**config.mk**
```make
export PLATFORM = sky130hd
export DESIGN_NAME = ro_multi_sensor_uart
export DESIGN_NICKNAME = d
export VERILOG_FILES = /design/src/rtl/ro_multi_sensor_uart.sv
export SDC_FILE = /design/constraint.sdc
export NUM_CORES = 1
export LEC_CHECK = 0
export ABC_AREA = 0
export ABC_CLOCK_PERIOD_IN_PS = 4700
export CORE_UTILIZATION = 35
export DETAILED_ROUTE_END_ITERATION = 8
export PLACE_DENSITY = 0.5
export RECOVER_POWER = 100
export SLEW_MARGIN = 15
export SYNTH_ARGS = -nofsm -noshare
export SYNTH_HDL_FRONTEND = slang
export SYNTH_SLANG_ARGS = --single-unit
```
**constraint.sdc**
```tcl
create_clock -name clk -period 4.7 [get_ports clk]
set_clock_uncertainty 0.2 [all_clocks]
set_input_delay 0.94 -clock clk [delete_from_list [all_inputs] [get_ports clk]]
set_output_delay 0.94 -clock clk [all_outputs]
set_load 0.01 [all_outputs]
```
**src/rtl/ro_multi_sensor_uart.sv**
```systemverilog
// Ring-oscillator edge counters for N_CH channels, gated over a fixed window and
// reported over UART 8N1 as 4-byte frames per channel (A5, ch, cnt_hi, cnt_lo).

module ro_ch #(
    parameter int CNT_W = 16
) (
    input  logic             clk,
    input  logic             rst_n,
    input  logic             ro,
    input  logic             cnt_en,
    input  logic             clr,
    input  logic             latch,
    output logic [CNT_W-1:0] shadow,
    output logic             ovf
);
    logic [1:0]       sync;
    logic             sync_d;
    logic [CNT_W-1:0] cnt;
    logic             ovf_int;
    logic             rise;

    assign rise = sync[1] & ~sync_d;

    always_ff @(posedge clk or negedge rst_n) begin
        if (!rst_n) begin
            sync    <= '0;
            sync_d  <= 1'b0;
            cnt     <= '0;
            ovf_int <= 1'b0;
            shadow  <= '0;
            ovf     <= 1'b0;
        end else begin
            sync   <= {sync[0], ro};
            sync_d <= sync[1];
            if (latch) begin
                shadow  <= cnt;
                ovf     <= ovf_int;
                cnt     <= '0;
                ovf_int <= 1'b0;
            end else if (clr) begin
                cnt     <= '0;
                ovf_int <= 1'b0;
            end else if (cnt_en && rise) begin
                // saturate rather than wrap; the flag records the lost edges
                if (cnt == '1) ovf_int <= 1'b1;
                else           cnt     <= cnt + 1'b1;
            end
        end
    end
endmodule

module ro_multi_sensor_uart #(
    parameter int CLK_HZ     = 100_000_000,
    parameter int BAUD       = 115_200,
    parameter int N_CH       = 4,
    parameter int CNT_W      = 16,
    parameter int WINDOW_CYC = 100_000
) (
    input  logic            clk,
    input  logic            rst_n,
    input  logic [N_CH-1:0] ro_in,
    input  logic            start,
    input  logic            mode_cont,
    output logic            tx,
    output logic            busy,
    output logic            done,
    output logic [N_CH-1:0] ovf
);
    localparam int CPB   = CLK_HZ / BAUD;
    localparam int CPB_W = $clog2(CPB);
    localparam int WIN_W = $clog2(WINDOW_CYC);
    localparam int CH_W  = (N_CH > 1) ? $clog2(N_CH) : 1;
    localparam logic [CPB_W-1:0] CPB_LAST = CPB_W'(CPB - 1);
    localparam logic [WIN_W-1:0] WIN_LAST = WIN_W'(WINDOW_CYC - 1);
    localparam logic [CH_W-1:0]  CH_LAST  = CH_W'(N_CH - 1);

    typedef enum logic [1:0] {IDLE, MEASURE, LATCH, SEND} state_t;
    state_t state, state_nx;

    logic [N_CH-1:0][CNT_W-1:0] shadow;
    logic [WIN_W-1:0] win_cnt;
    logic [CPB_W-1:0] clk_cnt;
    logic [3:0]       bit_idx;
    logic [1:0]       byte_idx;
    logic [CH_W-1:0]  ch_idx;
    logic             bit_end, frame_end, rep_end;
    logic [15:0]      sel_cnt;
    logic [7:0]       cur_byte;
    logic [3:0]       data_pos;
    logic             frame_bit;

    genvar g;
    generate
        for (g = 0; g < N_CH; g++) begin : g_ch
            ro_ch #(.CNT_W(CNT_W)) u_ch (
                .clk    (clk),
                .rst_n  (rst_n),
                .ro     (ro_in[g]),
                .cnt_en (state == MEASURE),
                .clr    (state == IDLE),
                .latch  (state == LATCH),
                .shadow (shadow[g]),
                .ovf    (ovf[g])
            );
        end
    endgenerate

    assign bit_end   = (clk_cnt == CPB_LAST);
    assign frame_end = bit_end && (bit_idx == 4'd9);
    assign rep_end   = frame_end && (byte_idx == 2'd3) && (ch_idx == CH_LAST);

    always_comb begin
        state_nx = state;
        case (state)
            IDLE:    if (start) state_nx = MEASURE;
            MEASURE: if (win_cnt == WIN_LAST) state_nx = LATCH;
            LATCH:   state_nx = SEND;
            SEND:    if (rep_end) state_nx = mode_cont ? MEASURE : IDLE;
            default: state_nx = IDLE;
        endcase
    end

    always_ff @(posedge clk or negedge rst_n) begin
        if (!rst_n) begin
            state    <= IDLE;
            done     <= 1'b0;
            win_cnt  <= '0;
            clk_cnt  <= '0;
            bit_idx  <= '0;
            byte_idx <= '0;
            ch_idx   <= '0;
        end else begin
            state <= state_nx;
            done  <= (state == SEND) && rep_end;
            if (state == MEASURE && win_cnt != WIN_LAST) win_cnt <= win_cnt + 1'b1;
            else                                         win_cnt <= '0;
            if (state != SEND) begin
                clk_cnt  <= '0;
                bit_idx  <= '0;
                byte_idx <= '0;
                ch_idx   <= '0;
            end else if (!bit_end) begin
                clk_cnt <= clk_cnt + 1'b1;
            end else begin
                clk_cnt <= '0;
                if (bit_idx != 4'd9) begin
                    bit_idx <= bit_idx + 1'b1;
                end else begin
                    bit_idx  <= '0;
                    byte_idx <= byte_idx + 1'b1;
                    if (byte_idx == 2'd3)
                        ch_idx <= (ch_idx == CH_LAST) ? '0 : ch_idx + 1'b1;
                end
            end
        end
    end

    assign sel_cnt  = 16'(shadow[ch_idx]);
    assign data_pos = bit_idx - 4'd1;

    always_comb begin
        cur_byte = 8'hA5;
        case (byte_idx)
            2'd0: cur_byte = 8'hA5;
            2'd1: cur_byte = 8'(ch_idx);
            2'd2: cur_byte = sel_cnt[15:8];
            2'd3: cur_byte = sel_cnt[7:0];
            default: cur_byte = 8'hA5;
        endcase
    end

    always_comb begin
        frame_bit = 1'b1;
        if (bit_idx == 4'd0)      frame_bit = 1'b0;
        else if (bit_idx <= 4'd8) frame_bit = cur_byte[data_pos[2:0]];
    end

    // tx follows async-reset state directly so reset forces the line idle at once
    assign tx   = (state == SEND) ? frame_bit : 1'b1;
    assign busy = (state != IDLE);
endmodule

```
### Yosys cells after proc, flatten, opt, wreduce, memory -nomap -nowiden

Cells that the tools add are included.

* add/subtract/negate cells: 10
* order comparisons: 3
* eq/ne operators: 25
* multiplexer cells: 59
* bitwise gates (word level): 8
* reduce and logical (&&, ||, !) cells: 34

Operators by type and width (count)
* 16-bit two-way mux: 17
* 16-bit by 1-bit adder with 16-bit output, second input constant: 4
* 16-bit == test, second input constant: 4
* 16-bit binary-select mux with 2-bit select: 1
* 8-bit one-hot mux with 4 select lines: 1
* 3-bit nonzero test: 8
* 2-bit two-way mux: 11
* 1-bit two-way mux: 21
* 10-bit two-way mux: 2
* 2-bit AND reduction: 9
* 17-bit by 1-bit adder with 17-bit output, second input constant: 1
* 17-bit == test, second input constant: 1
* 17-bit two-way mux: 1
* 17-bit != test, second input constant: 1
* 4-bit two-way mux: 3
* 10-bit by 1-bit adder with 10-bit output, second input constant: 1
* 10-bit == test, second input constant: 1
* 2-bit == test, second input constant: 5
* 2-bit != test, second input constant: 5
* 1-bit logical AND: 9
* 3-bit != test, second input constant: 3
* 2-bit one-hot mux with 4 select lines: 1
* 3-bit AND reduction: 2
* 2-bit nonzero test: 3
* 15 further kinds: 24

* bits in registers: 186
* logic and storage cells: 170

### Logic depth before layout (Yosys ltp)

Gate-level depths: netlist of the first run.

* depth after elaboration: 8
* gate-level depth with buffers: 9
* depth with buffers taken out: 8

### Modules after synthesis

A second synthesis of the first run with hierarchy kept.

* cell total of the unflattened synthesis: 862
* area total of the unflattened synthesis: 9744.3 um2

Modules (own cells, without submodules)
* ro_ch: times used 4, cells each 144, area each 1752.9 um2, sequential area each 925.9 um2
* ro_multi_sensor_uart: times used 1, cells each 286, area each 2732.6 um2, sequential area each 950.9 um2

### Worst setup path after synthesis of the first run

OpenSTA, ideal clock, no wires.

* path kind: reg2out
* start: register bit_idx[0]
* end: output tx
* arrival time: 2081 ps
* data required time: 3560 ps
* setup slack: 1479 ps
* stages on the path, launching flop included: 10
* buffers on the path: 1
* cell sequence: dfrtp_1 inv_1 ha_1 clkbuf_1 nand2b_1 a21oi_1 nor4b_1 a211oi_1 o32ai_1 o311ai_0

* cells in the longest elaborated chain, start to end: 6
* elaborated cells between the ends (all ways): 8
* those cells by class: 1 x add/sub; 1 x order compare; 5 x mux; 1 x reduce/logical

Ends and longest elaborated chain
* start: declaration: RTL line 83 `logic [3:0] bit_idx;`
* start signal: assignment: RTL line 147 `bit_idx <= bit_idx + 1'b1;`
* 3-bit by 1-bit subtractor with 3-bit output: RTL line 159 `assign data_pos = bit_idx - 4'd1;`
* 1-bit binary-select mux with 3-bit select: RTL line 175 `else if (bit_idx <= 4'd8) frame_bit = cur_byte[data_pos[2:0]];`
* 1-bit two-way mux (implied by the code): RTL line 175
* 1-bit two-way mux: RTL line 175
* 1-bit two-way mux *: RTL line 174 `if (bit_idx == 4'd0) frame_bit = 1'b0;`
* 1-bit two-way mux *: RTL line 179 `assign tx = (state == SEND) ? frame_bit : 1'b1;`
* end: declaration: RTL line 64 `output logic tx,`

Every way passes the cells marked *; elsewhere a longest branch is shown, timed or not. The select of a mux whose other input is x is not followed.

### Worst setup path in the final report of the first run

Same ends and word-level chain as after synthesis.

==> summary.md, run 1 <==
| Metric | Value |
|---|---|
| Kind of critical path | `reg2out` |
| Slew Viols, Final | `160` |
| Via Count | `6041` |
| Power Total | `3.422 mW` |
| Die width | `163.8 um` |
| Clock network power share | `0.429` |
| Mapped Avg Cell Area | `~11 sq um` |
| Die area | `26840 sq um` |
| Worst min path class | `reg2reg` |
| Static Leak | `4.415 nW` |
| Ranking of synthesized cells by area | `dfrtp_1, mux2_2, nor2_1` |
| Routed vias/inst | `about 5.2` |
| Failing checks | `capacitance limit, slew limit` |
| DP Cell Count | `1135` |
| Rows | `58` |
| Initial DRC count | `around 400` |
| Outcome | `finished with violations` |
| Die H | `163.8 um` |
| CTS Sinks | `about 190` |
| Max rail drop VDD | `around 220 uV` |
| DR DRC count | `0` |
| Yosys reg bits | `186` |
| Fin cells | `~1200` |
| Worst reg-to-reg path cell count | `6` |
| Diode count | `0` |
| Critical path data required time | `between 3 and 4 ns` |
| Vias in the first global route | `approximately 6000` |
| Distinct cell type count after synthesis | `61` |
| Sequential power share | `0.523` |
| Final net count | `851` |
| Unrepaired setup endpoints after global routing | `no` |
| CP Capture Type | `output pin` |
| Routed Antenna Nets | `0` |
| Hpwl dp | `about 14000 um` |
| Share of the synthesized area in the top cell type | `0.5077` |
| Total grt overflow | `0` |
| Switching power | `between 0.9 and 1 mW` |
| Num ports | `15` |
| Fmax | `225.5 MHz` |
| CTS Root Cell | `clkbuf_16` |
| Hold Fails Final Rpt | `0` |
| CTS tree | `built` |
| Post-CTS Setup Repair Bufs | `0` |
| Startpoint types | `flip-flop` |
| Clk Latency, worst-skew pair | `approximately 0.44 ns` |
| Post-route cell area | `a little over 10000 sq um` |
| IO Port Bufs | `14` |
| Main synth FF type | `dfrtp_1` |
| First-pass GRT wire length | `33430 um` |
| Pwr dens | `336.9 nW/um^2` |
| H-Tree Depth | `4` |
| Ys Warns | `0` |
| Sw frac | `0.2775` |
| Mapped cell area | `9168 sq um` |
| Cells after synthesis | `between 800 and 900` |
| Initial Utilization | `0.3599` |
| GP Congestion | `about 0.88` |
| Pint | `2.472 mW` |
| CTS clk-pin slew, worst paths | `~0.080 ns` |
| Tcrit/Tclk final | `0.9434` |
| TritonCTS Buffers | `17` |
| Mapped Nets | `around 850` |
| Filler instances | `2458` |
| Post-route setup TNS | `0 ns` |
| Post-synth EDFFs | `0` |
| Cell taking the most area after synthesis | `dfrtp_1` |
| Total track usage | `0.1629` |
| Register area share after synthesis | `0.5077` |
| Hold Crit Depth | `0` |
| 1st-pass router iterations | `5` |
| Share of cells above drive strength 1 | `0.1661` |
| Finish-stage setup viols | `0` |
| Max_cap viols | `4` |
| Largest net degree at the start of global routing | `104` |
| Max_slew headroom | `-0.7449` |
| Worst-path fanout max | `9` |
| P&R area growth vs syn | `10.81%` |
| WL final | `20220 um` |
| Core area | `25470 sq um` |
| Final Critical Period | `4.434 ns` |
| Data arrival, critical path | `3.29 ns` |
| Actual slew at the worst max-slew pin | `2.617 ns` |
| Post-DP Area | `9613 sq um` |
| Wire per inst | `17.32 um` |
| Combinational Power Share | `0.049` |
| Ys async rst share | `1.000` |
| Clk buf depth | `2` |
| Initial antenna violation count | `0` |
| Hold_buf cts | `0` |
-- power by group through the flow --
stage                     clock [mW]  combinational [mW]  sequential [mW]
after global placement             0               0.171             1.82
after floorplan                    0               0.114             1.78
after global routing            1.58               0.199             1.81
final                           1.47               0.166             1.79
after CTS                       1.52               0.175             1.79
after detailed placement           0               0.172             1.82
-- state kept, by name (all words and copies together), names as in the netlist --
register,count
win_cnt,17
g_ch.u_ch.shadow,64
byte_idx,2
g_ch.u_ch.sync,8
done,1
clk_cnt,10
state,2
g_ch.u_ch.cnt,64
g_ch.u_ch.ovf_int,4
ch_idx,2
g_ch.u_ch.ovf,4
g_ch.u_ch.sync_d,4
bit_idx,4
-- cell families after synthesis --
group	count (synthesis)	synth area share
simple gates	290	0.1589
fa+ha+maj	19	0.02593
compound gates	96	0.08025
flops	186	0.5077
xor+xnor	75	0.07165
buf+inv	58	0.02948
mux	100	0.1261
-- cell usage after synthesis (3+ instances only) --
| cell | count |
|---|---|
| nand3_1 | 27 |
| a22oi_1 | 5 |
| a211o_1 | 4 |
| ha_1 | 19 |
| xor2_1 | 41 |
| nor3_1 | 10 |
| nor2_1 | 111 |
| nand4_1 | 25 |
| mux2i_1 | 15 |
| and4_1 | 8 |
| o21ai_0 | 11 |
| nand2_1 | 49 |
| buf_1 | 3 |
| nand2b_1 | 5 |
| o2111ai_1 | 3 |
| buf_6 | 4 |
| clkbuf_1 | 26 |
| nand3b_1 | 5 |
| or3_1 | 6 |
| nor4b_1 | 6 |
| a41o_1 | 3 |
| buf_2 | 6 |
| buf_4 | 4 |
| nor4_1 | 7 |
| o211ai_1 | 6 |
| inv_1 | 15 |
| a211oi_1 | 11 |
| mux2_2 | 80 |
| and3_1 | 12 |
| a21oi_1 | 26 |
| a221oi_1 | 3 |
| nor3b_1 | 3 |
| mux4_2 | 4 |
| xnor2_1 | 34 |
| a31oi_1 | 4 |
| dfrtp_1 | 186 |
-- what timing repair did --
item,4_1_cts,5_1_grt
endpoints found under the hold margin,0,0
endpoints found under the setup margin,0,1
gates resized for setup,0,1
-- metal layers --
layer  wire, um  global-route usage  part of all wire  up-vias
met5          0                   0                 0        -
met4        180             0.04082            0.0089        0
met3        411             0.03182             0.020       14
met2       9196              0.2492              0.45       55
met1      10430              0.2353              0.52     3038
li1           -                   -                 -     2934
-- path summary, 6_finish.rpt --
check / start / to / slack (ns)
worst max-delay path: bit_idx[0] / tx / 0.27
worst min-delay path: g_ch[1].u_ch.sync[0] / g_ch[1].u_ch.sync[1] / 0.15
worst max register to register: state[0] / g_ch[3].u_ch.cnt[15] / 0.58
worst min register to register: g_ch[1].u_ch.sync[0] / g_ch[1].u_ch.sync[1] / 0.15
max in group asynchronous: rst_n / g_ch[1].u_ch.shadow[1] / 1.13
min in group asynchronous: rst_n / g_ch[2].u_ch.cnt[0] / 0.78
-- layout make-up --
type,count,area (sq um),area share
timing repair buffer,24,193.9,0.01909
inverter,15,56.30,0.005543
sequential,186,4654,0.4582
multi-input combinational,580,4224,0.4158
clock buffer,17,425.4,0.04188
tap,330,412.9,0.04065
clock inverter,15,191.4,0.01884
-- stage by stage --
step                      utilization  hold slack [ns]  setup WS (ns)
after global routing           0.3988           0.1572        0.06756
after floorplan                     -           0.1312          1.479
after detailed placement       0.3774           0.1347         0.6162
after global placement         0.3774           0.1364         0.5767
after CTS                      0.4016           0.1528         0.1537
final                          0.3988           0.1504         0.2660
-- critical path, cell delays in order, from the launching register on --
cell             delay, ns
dfrtp_1               0.51
inv_1                 0.14
ha_1                  0.51
nand2b_1              0.18
a21oi_1               0.13
nor4b_1               0.26
a211oi_1              0.08
o32ai_1               0.30
o311ai_1              0.21
clkdlybuf4s50_1       0.54
-- placed cells by master (no fill, tap or decap), types with 5 or more instances in the layout --
| master | instances |
|---|---|
| a211oi_1 | 11 |
| a21oi_1 | 26 |
| a22oi_1 | 5 |
| and3_1 | 12 |
| and4_1 | 8 |
| clkbuf_16 | 17 |
| clkinv_8 | 6 |
| dfrtp_1 | 186 |
| dlygate4sd3_1 | 10 |
| ha_1 | 19 |
| inv_1 | 15 |
| mux2_2 | 80 |
| mux2i_1 | 15 |
| nand2_1 | 49 |
| nand2b_1 | 5 |
| nand3_1 | 27 |
| nand3b_1 | 5 |
| nand4_1 | 25 |
| nor2_1 | 110 |
| nor3_1 | 10 |
| nor4_1 | 7 |
| nor4b_1 | 6 |
| o211ai_1 | 7 |
| o21ai_0 | 11 |
| or3_1 | 6 |
| xnor2_1 | 34 |
| xor2_1 | 41 |
Note: power is estimated with default switching activity, not from simulation.
==> run 2: changes to the inputs <==
TNS_END_PERCENT = 30   (was unset)
==> results of run 2 <==
Same layout as run 1: the final DEF is identical, and so are final timing and power.
==> run 3: changes to the inputs <==
CTS_CLUSTER_DIAMETER = 100   (was unset)
==> results of run 3 <==
Same layout as run 1: the final DEF is identical, and so are final timing and power.
